[src/rtl/nf10_output_demux.sv]
// nf10_output_demux: routes each 256-bit AXI4-Stream packet to any subset of three outputs by the tuser destination mask
module nf10_output_demux #(
  parameter int C_M_AXIS_DATA_WIDTH  = 256,
  parameter int C_S_AXIS_DATA_WIDTH  = 256,
  parameter int C_M_AXIS_TUSER_WIDTH = 128,
  parameter int C_S_AXIS_TUSER_WIDTH = 128,
  parameter int C_DST_PORT_POS       = 24
) (
  input  logic                              axi_aclk,
  input  logic                              axi_reset,
  input  logic [C_S_AXIS_DATA_WIDTH-1:0]    s_axis_tdata,
  input  logic [C_S_AXIS_DATA_WIDTH/8-1:0]  s_axis_tstrb,
  input  logic [C_S_AXIS_TUSER_WIDTH-1:0]   s_axis_tuser,
  input  logic                              s_axis_tvalid,
  output logic                              s_axis_tready,
  input  logic                              s_axis_tlast,
  output logic [C_M_AXIS_DATA_WIDTH-1:0]    m_axis_tdata_0,
  output logic [C_M_AXIS_DATA_WIDTH/8-1:0]  m_axis_tstrb_0,
  output logic [C_M_AXIS_TUSER_WIDTH-1:0]   m_axis_tuser_0,
  output logic                              m_axis_tlast_0,
  output logic                              m_axis_tvalid_0,
  input  logic                              m_axis_tready_0,
  output logic [C_M_AXIS_DATA_WIDTH-1:0]    m_axis_tdata_1,
  output logic [C_M_AXIS_DATA_WIDTH/8-1:0]  m_axis_tstrb_1,
  output logic [C_M_AXIS_TUSER_WIDTH-1:0]   m_axis_tuser_1,
  output logic                              m_axis_tlast_1,
  output logic                              m_axis_tvalid_1,
  input  logic                              m_axis_tready_1,
  output logic [C_M_AXIS_DATA_WIDTH-1:0]    m_axis_tdata_2,
  output logic [C_M_AXIS_DATA_WIDTH/8-1:0]  m_axis_tstrb_2,
  output logic [C_M_AXIS_TUSER_WIDTH-1:0]   m_axis_tuser_2,
  output logic                              m_axis_tlast_2,
  output logic                              m_axis_tvalid_2,
  input  logic                              m_axis_tready_2,
  output logic [31:0]                       pkt_drop_count
);
  typedef enum logic [1:0] {SOP, BODY, DROP} state_t;
  state_t                            r_state, w_next;
  logic [2:0]                        r_valid, r_mask, w_ready, w_mask, w_sel;
  logic [C_M_AXIS_DATA_WIDTH-1:0]    r_data;
  logic [C_M_AXIS_DATA_WIDTH/8-1:0]  r_strb;
  logic [C_M_AXIS_TUSER_WIDTH-1:0]   r_user;
  logic                              r_last;
  logic [31:0]                       r_drop_count;
  logic                              w_slot_free, w_tready, w_load, w_drop;
  assign w_ready     = {m_axis_tready_2, m_axis_tready_1, m_axis_tready_0};
  assign w_mask      = s_axis_tuser[C_DST_PORT_POS +: 3];
  assign w_slot_free = &(~r_valid | w_ready);
  // next state, input ready, and load/drop strobes; zero-mask and DROP beats never wait on outputs
  always_comb begin
    w_next   = r_state;
    w_tready = 1'b0;
    w_load   = 1'b0;
    w_drop   = 1'b0;
    w_sel    = r_mask;
    case (r_state)
      SOP: begin
        w_sel    = w_mask;
        w_tready = (w_mask == 3'b000) | w_slot_free;
        if (s_axis_tvalid && w_tready) begin
          w_drop = w_mask == 3'b000;
          w_load = w_mask != 3'b000;
          w_next = s_axis_tlast ? SOP : (w_mask == 3'b000 ? DROP : BODY);
        end
      end
      BODY: begin
        w_tready = w_slot_free;
        w_load   = s_axis_tvalid & w_slot_free;
        w_next   = (w_load && s_axis_tlast) ? SOP : BODY;
      end
      DROP: begin
        w_tready = 1'b1;
        w_next   = (s_axis_tvalid && s_axis_tlast) ? SOP : DROP;
      end
      default: w_next = SOP;
    endcase
  end
  assign s_axis_tready = w_tready & ~axi_reset;
  // packet state and the destination mask latched from the first beat
  always_ff @(posedge axi_aclk or posedge axi_reset) begin
    if (axi_reset) begin
      r_state <= SOP;
      r_mask  <= 3'b000;
    end else begin
      r_state <= w_next;
      r_mask  <= w_load ? w_sel : r_mask;
    end
  end
  // per-output valids drain independently so a multicast beat is taken once per port
  always_ff @(posedge axi_aclk or posedge axi_reset) begin
    if (axi_reset) r_valid <= 3'b000;
    else           r_valid <= w_load ? w_sel : (r_valid & ~w_ready);
  end
  // shared output register, held stable until every selected port has taken it
  always_ff @(posedge axi_aclk or posedge axi_reset) begin
    if (axi_reset) begin
      r_data <= '0;
      r_strb <= '0;
      r_user <= '0;
      r_last <= 1'b0;
    end else if (w_load) begin
      r_data <= s_axis_tdata;
      r_strb <= s_axis_tstrb;
      r_user <= s_axis_tuser;
      r_last <= s_axis_tlast;
    end
  end
  // saturating count of zero-mask packets, bumped on their first beat only
  always_ff @(posedge axi_aclk or posedge axi_reset) begin
    if (axi_reset)                   r_drop_count <= '0;
    else if (w_drop && ~&r_drop_count) r_drop_count <= r_drop_count + 32'd1;
  end
  assign pkt_drop_count  = r_drop_count;
  assign m_axis_tvalid_0 = r_valid[0];
  assign m_axis_tvalid_1 = r_valid[1];
  assign m_axis_tvalid_2 = r_valid[2];
  assign m_axis_tdata_0  = r_data;
  assign m_axis_tdata_1  = r_data;
  assign m_axis_tdata_2  = r_data;
  assign m_axis_tstrb_0  = r_strb;
  assign m_axis_tstrb_1  = r_strb;
  assign m_axis_tstrb_2  = r_strb;
  assign m_axis_tuser_0  = r_user;
  assign m_axis_tuser_1  = r_user;
  assign m_axis_tuser_2  = r_user;
  assign m_axis_tlast_0  = r_last;
  assign m_axis_tlast_1  = r_last;
  assign m_axis_tlast_2  = r_last;
endmodule

[config.mk]
export PLATFORM = sky130hd
export DESIGN_NAME = nf10_output_demux
export DESIGN_NICKNAME = d
export VERILOG_FILES = /design/src/rtl/nf10_output_demux.sv
export SDC_FILE = /design/constraint.sdc
export NUM_CORES = 1
export LEC_CHECK = 0
export CAP_MARGIN = 40
export CORE_AREA = 2 2 663 665
export CTS_BUF_LIST = sky130_fd_sc_hd__clkbuf_4
export CTS_CLUSTER_DIAMETER = 100
export CTS_CLUSTER_SIZE = 40
export DETAILED_ROUTE_END_ITERATION = 12
export DIE_AREA = 0 0 665 667
export GPL_TIMING_DRIVEN = 0
export HOLD_SLACK_MARGIN = 0.06
export PLACE_DENSITY = 0.3
export SKIP_LAST_GASP = 1
export SYNTH_ARGS = -nofsm -noshare
export SYNTH_HDL_FRONTEND = slang
export SYNTH_SLANG_ARGS = --single-unit
[constraint.sdc]
create_clock -name axi_aclk -period 18.3 [get_ports axi_aclk]
set_clock_uncertainty 0.15 [all_clocks]
set_input_delay 2.745 -clock axi_aclk [delete_from_list [all_inputs] [get_ports axi_aclk]]
set_output_delay 2.745 -clock axi_aclk [all_outputs]
set_load 0.02 [all_outputs]
==> results of run 1 <==
==> cells in the final DEF, fill, tap and decap left out, types with 2 or more instances in the layout <==
cell and count:
nand4_1 8, clkbuf_4 49, and4_1 2, or4_1 3, o21ai_0 3, xnor2_1 17, mux2_2 23, dfrtp_1 457
clkdlybuf4s50_1 1709, nand2b_1 5, xor2_1 11, inv_16 2, buf_12 45, o311ai_1 2, bufinv_16 2, a211oi_1 2
nand2_1 18, clkinv_2 2, a21oi_1 3, nand3_1 11, clkinv_8 8, a31oi_1 3, inv_8 7, inv_6 7
nor4_1 2, buf_2 2, nor3_1 5, mux2_4 390, and3_1 7, mux2_1 9, o211ai_1 2, inv_2 2
clkinv_4 3, inv_12 9, diode_2 60, buf_16 23, mux2i_1 3, buf_4 838, nor2_1 15
==> flip-flops by register name (all words and copies together) (netlist names) <==
signal and cells:
r_state 2, m_axis_tuser_0 128, m_axis_tdata_0 256, r_mask 3
r_valid 3, m_axis_tstrb_0 32, m_axis_tlast_0 1, pkt_drop_count 32
==> through the flow <==
| step | setup TNS [ns] | power (W) | hold slack (ns) | cell area, µm² | std cells |
|---|---|---|---|---|---|
| after floorplan | 0 | 0.006163 | 0.3300 | 25760 | 1901 |
| after global placement | -3260.63 | 0.01091 | 0.3469 | 50070 | 9367 |
| after detailed placement | 0 | 0.01100 | 0.3496 | 50760 | 9393 |
| after CTS | 0 | 0.01189 | 0.3819 | 51690 | 9485 |
| after global routing | 0 | 0.01209 | 0.4131 | 51730 | 9502 |
| final | 0 | 0.01152 | 0.3740 | 51840 | 9545 |
==> cell families after synthesis <==
family                     after synthesis  synth area share [%]
AOI/OAI and AO/OA                       20                0.6265
and+or+nand+nor                         85                 1.875
adders and majority gates                1               0.04856
muxes                                  425                 24.25
DFF                                    457                 44.39
xor gates and xnor gates                28                0.9519
buffers and inverters                  885                 27.86
==> worst paths after layout <==
kind,from,endpoint,slack (ns),cells past startpoint
max in group asynchronous,axi_reset,m_axis_tuser_0[69]$_DFFE_PP0P_,14.28,4
max,s_axis_tuser[25],s_axis_tready,10.12,7
min reg2reg,pkt_drop_count[11]$_DFFE_PP0P_,pkt_drop_count[11]$_DFFE_PP0P_,0.37,1
min in group asynchronous,axi_reset,pkt_drop_count[31]$_DFFE_PP0P_,1.85,2
max reg2reg,r_valid[1]$_DFF_PP0_,m_axis_tuser_0[0]$_DFFE_PP0P_,15.82,7
min,pkt_drop_count[11]$_DFFE_PP0P_,pkt_drop_count[11]$_DFFE_PP0P_,0.37,1
==> layer usage <==
layer | vias up | track usage (%)
met4 | 100 | 2.451
met1 | 10390 | 11.90
li1 | 9173 | -
met2 | 1051 | 17.76
met3 | 377 | 4.348
met5 | - | 0
==> power groups by stage <==
stage / clock network, W / registers, W / logic, W
after global routing: 0.000892 / 0.00294 / 0.00826
after detailed placement: 0 / 0.00295 / 0.00805
after CTS: 0.000873 / 0.00294 / 0.00808
after floorplan: 0 / 0.00253 / 0.00363
after global placement: 0 / 0.00305 / 0.00785
final: 0.000785 / 0.00283 / 0.00790
==> final cells by class <==
type	instances	area (µm²)	share of cell area (%)
sequential	457	11440	22.06
clock buffer	49	367.9	0.7096
inverter	2	15.01	0.02896
tap	5757	7203	13.90
multi-input combinational	559	7148	13.79
buffer	883	7169	13.83
antenna	60	150.1	0.2896
timing repair buffer	1735	17790	34.31
clock inverter	43	560.5	1.081
==> worst max-delay path: cells and delay by family <==
kind	cells	cell delay [ns]
AND/OR/NAND/NOR	1	0.48
buffers and inverters	4	1.72
AO/OA/AOI/OAI	2	0.34
==> results by group, run 1 <==
Run status
  • Status: finished clean

Synthesis
  • Synth Instances: 1901
  • Async SR Flop Fraction: 100.0%
  • Syn nets: 2325
  • Most frequent cell after synthesis: buf_4
  • Synth Flop Type: dfrtp_1
  • Cell variety after synth: 43
  • Syn. warnings: 0
  • Post-synth top area share: 44.39%
  • Number of synthesized flops with an enable pin: 0
  • Syn Std Cell Area: 0.02576 mm²
  • Sequential-to-total area share from yosys stat: 44.39%
  • Syn Area/Cell: 13.55 µm²
  • Yosys top cell by area: dfrtp_1
  • Top cells by area, synth: dfrtp_1 (44%), buf_4 (24%), mux2_4 (23%)
  • Synth Register Bits: 457
  • Post-synth top cells: buf_4 (837), dfrtp_1 (457), mux2_4 (390)

Global route
  • Gr usage total: 10.37%
  • Via count of the first global-routing pass: 21190
  • Largest net degree at the start of global routing: 98
  • Total grt overflow: 0
  • Initial antenna violation count: 170
  • Global-route wire length before repair: 288500 µm

Layout
  • Layout Utilization: 11.87%
  • NumNets Final: 4111
  • Fillers: 49630
  • Layout area overhead: 101.2%
  • Layout cells sized above 1: 38.20%

Die
  • Die width: 665 µm
  • DIE HEIGHT: 667 µm
  • Row cnt: 243
  • Full die area: 0.4436 mm²
  • Initial Utilization: 5.900%
  • I/O pin cnt: 1710
  • Core area: 0.4366 mm²

Detailed routing
  • Met1 WL: 93420 µm
  • DRC violation count after routing: 0
  • Met3 routed WL: 23390 µm
  • Routed Wire Length: 240600 µm
  • TritonRoute pass-1 iters: 5
  • Vias/cell: 2.209
  • Post-route ant nets: 0
  • Vias: 21090
  • First DRT Iteration DRCs: 846
  • WL met2: 116100 µm
  • WL per Instance: 25.20 µm
  • Top Metal Used: met5

Power and ir drop
  • Net Sw Frac: 47.13%
  • Part of the power in combinational logic: 68.6%
  • Leak: 21.23 nW
  • Seq pwr share: 24.6%
  • Psw: 0.005430 W
  • Pint: 0.006091 W
  • Clock power frac: 6.8%
  • Peak VDD IR: 0.08631 mV
  • Power Density: 222.3 mW/mm²

Placement
  • I/O Buffers: 1709
  • Final GP Congestion: 0.8947
  • Pre-CTS WS: 10.10 ns
  • Post-DP HPWL: 217200 µm

Timing
  • Slew of the pin with the lowest slew margin: 0.8789 ns
  • Tcrit/Tclk final: 44.72%
  • Max Clock Freq: 122.2 MHz
  • Final Max Tran Viols: 0
  • Hold Vio Cnt, Final: 0
  • Final setup violation count: 0
  • Min cycle time layout: 8.185 ns
  • PnR worst setup slack: 10.12 ns
  • Unrepaired setup endpoints after global routing: no
  • Worst slew margin: 41.22%

Clocking
  • CTS buffer count: 49
  • CTS Hold Bufs: 0
  • Post-CTS setup buffers: 0
  • Post_cts resized: 0
  • Root Buffer: clkbuf_4
  • Clock Tree Buf Depth: 3
  • CTS tree: yes
  • Latest clock arrival within the worst-skew pair: 1.21 ns
  • H-tree depth: 2
  • Clock sinks: 457
  • CTS clk-pin slew, worst paths: 0.18 ns

Flow run
  • Maxcap violations: 0

Worst setup path
  • Critical Path Start Type: primary input
  • Crit-path max FO: 6
  • Worst path slowest cell: clkdlybuf4s50_1
  • Data required, critical path: 15.41 ns
  • WP data arrival: 5.29 ns
  • CP endpoint kind: primary output
  • Worst path cell trace: clkdlybuf4s50_1, or3_1, buf_4, a21o_1, a21oi_1, buf_4, clkdlybuf4s50_1
  • Max stage delay on crit path: 0.73 ns
  • Worst setup path class: primary input to primary output

Hold path
  • Hold Path Class: flip-flop to flip-flop
No activity file was read; power rests on OpenSTA's default activity.
==> run 2, diff against run 1 <==
Clock period 18.3 ns to 7.6 ns, I/O delays scaled along.
==> results by group, run 2 (synthesized netlist as in run 1, its figures left out) <==
Global route
  • Via count of the first global-routing pass: 22430
  • Total grt overflow: 0
  • Gr usage total: 10.90%
  • Largest net degree at the start of global routing: 34
  • Initial antenna violation count: 128
  • Global-route wire length before repair: 303600 µm

Timing
  • Worst slew margin: 46.32%
  • Min cycle time layout: 5.006 ns
  • Unrepaired setup endpoints after global routing: no
  • Max Clock Freq: 199.8 MHz
  • Final setup violation count: 0
  • PnR worst setup slack: 2.594 ns
  • Tcrit/Tclk final: 65.87%
  • Setup TNS: 0 ns
  • Final Max Tran Viols: 0
  • Slew of the pin with the lowest slew margin: 0.8027 ns
  • Hold Vio Cnt, Final: 0

Clocking
  • CTS buffer count: 52
  • Post-CTS setup buffers: 0
  • Post_cts resized: 0
  • Clock Tree Buf Depth: 3
  • CTS clk-pin slew, worst paths: 0.18 ns
  • Root Buffer: clkbuf_4
  • H-tree depth: 2
  • Latest clock arrival within the worst-skew pair: 1.26 ns
  • Clock sinks: 457
  • CTS tree: yes

Detailed routing
  • DRC violation count after routing: 0
  • Vias: 21900
  • Vias/cell: 2.236
  • First DRT Iteration DRCs: 857
  • WL per Instance: 25.69 µm
  • TritonRoute pass-1 iters: 5
  • Post-route ant nets: 0
  • Routed Wire Length: 251700 µm

Worst setup path
  • Worst setup path class: primary input to primary output
  • Max stage delay on crit path: 0.84 ns
  • Crit-path max FO: 6
  • Critical Path Start Type: primary input
  • Most frequent CP cell: clkdlybuf4s50_1
  • WP data arrival: 3.72 ns
  • Crit path buf inv count: 3
  • Worst path cell trace: clkdlybuf4s50_1, or3_1, buf_4, a21o_1, a21oi_1, clkdlybuf4s50_1
  • CP endpoint kind: primary output
  • Worst path slowest cell: clkdlybuf4s50_1
  • CP top delay family: buffers and inverters
  • Data required, critical path: 6.31 ns

Placement
  • Placed instance count: 9413
  • Pre-CTS WS: 2.384 ns
  • Final GP Congestion: 0.8595
  • Post-DP HPWL: 227200 µm
  • I/O Buffers: 1709

Power and ir drop
  • Leak: 22.41 nW
  • Power Density: 527.0 mW/mm²
  • Peak VDD IR: 0.2275 mV

Run status
  • Status: finished clean

Layout
  • Fin cells: 9796
  • Max reg flops: 256
  • Most frequent cells in the layout: clkdlybuf4s50_1 (1709), buf_4 (837), dfrtp_1 (457)
  • NumNets Final: 4364
  • Commonest non-fill, non-tap cell in the layout: clkdlybuf4s50_1
  • Fillers: 49580
  • Layout area overhead: 112.1%
  • Layout cells sized above 1: 36.52%
  • Layout Utilization: 12.51%

Die
  • I/O pin cnt: 1710
  • Core area: 0.4366 mm²
  • Initial Utilization: 5.900%
  • Full die area: 0.4436 mm²
  • Die width: 665 µm
  • Row cnt: 243
  • DIE HEIGHT: 667 µm

Hold path
  • Hold Path Class: flip-flop to flip-flop

Flow run
  • Maxcap violations: 0
[run 2: cell count changes in the layout (fill, tap and decap cells not counted), moves of 2 or more]
cell           previous run  this run
diode_2                  60        55
clkbuf_4                 49        52
clkinv_8                  8         5
clkinvlp_4                1         7
buf_8                     1        10
buf_12                   45        61
dlygate4sd3_1             0       226
inv_16                    2         4
[run 2: what timing repair did]
item,4_1_cts,5_1_grt
endpoints found under the setup margin,0,0
hold endpoints to repair,237,0
hold buffers,226,0
[run 2: report_power, final]
part           total (W)  internal [W]  leakage, nW  switching, W
Clock            0.00204      0.000597        0.525       0.00145
Combinational     0.0197        0.0108         16.5       0.00890
Sequential       0.00704       0.00353         5.41       0.00351
[run 2: through the flow]
stage / total power, W / hold WS [ns] / instance area [µm²]
2_1_floorplan: 0.01484 / 0.3300 / 25760
3_3_place_gp: 0.02696 / 0.3456 / 50070
3_5_place_dp: 0.02732 / 0.3499 / 51140
4_1_cts: 0.02974 / 0.06002 / 54440
5_1_grt: 0.03025 / 0.1300 / 54560
6_report: 0.02879 / 0.3700 / 54640
[run 2: final timing paths]
path | slack (ns) | end | from | depth (start not counted)
worst max-delay path | 2.59 | s_axis_tready | s_axis_tuser[25] | 6
worst min-delay path | 0.37 | pkt_drop_count[11]$_DFFE_PP0P_ | pkt_drop_count[11]$_DFFE_PP0P_ | 1
worst max register to register | 4.92 | m_axis_tuser_0[70]$_DFFE_PP0P_ | r_valid[0]$_DFF_PP0_ | 8
worst min register to register | 0.37 | pkt_drop_count[11]$_DFFE_PP0P_ | pkt_drop_count[11]$_DFFE_PP0P_ | 1
max in group asynchronous | 4.82 | m_axis_tdata_0[100]$_DFFE_PP0P_ | axi_reset | 8
min in group asynchronous | 0.77 | pkt_drop_count[2]$_DFFE_PP0P_ | axi_reset | 3
[run 2: cell type report]
type,instances,area [µm²],share of cell area [%]
Clock inverter,46,644.4,1.179
Sequential cell,457,11440,20.93
Tap cell,5757,7203,13.18
Buffer,883,7169,13.12
Multi-Input combinational cell,559,7148,13.08
Inverter,2,11.26,0.02061
Antenna cell,55,137.6,0.2519
Timing Repair Buffer,1985,20500,37.51
Clock buffer,52,390.4,0.7145
[run 2: layer usage]
metal  wire (µm)  up-vias  share of wire, %  global-route usage [%]
met5         453        -              0.18                       0
met4        5907       68               2.3                   2.434
met1      102400    10850                41                   12.99
met2      121100     1034                48                   18.50
met3       21910      271               8.7                   4.084
li1            -     9681                 -                       -
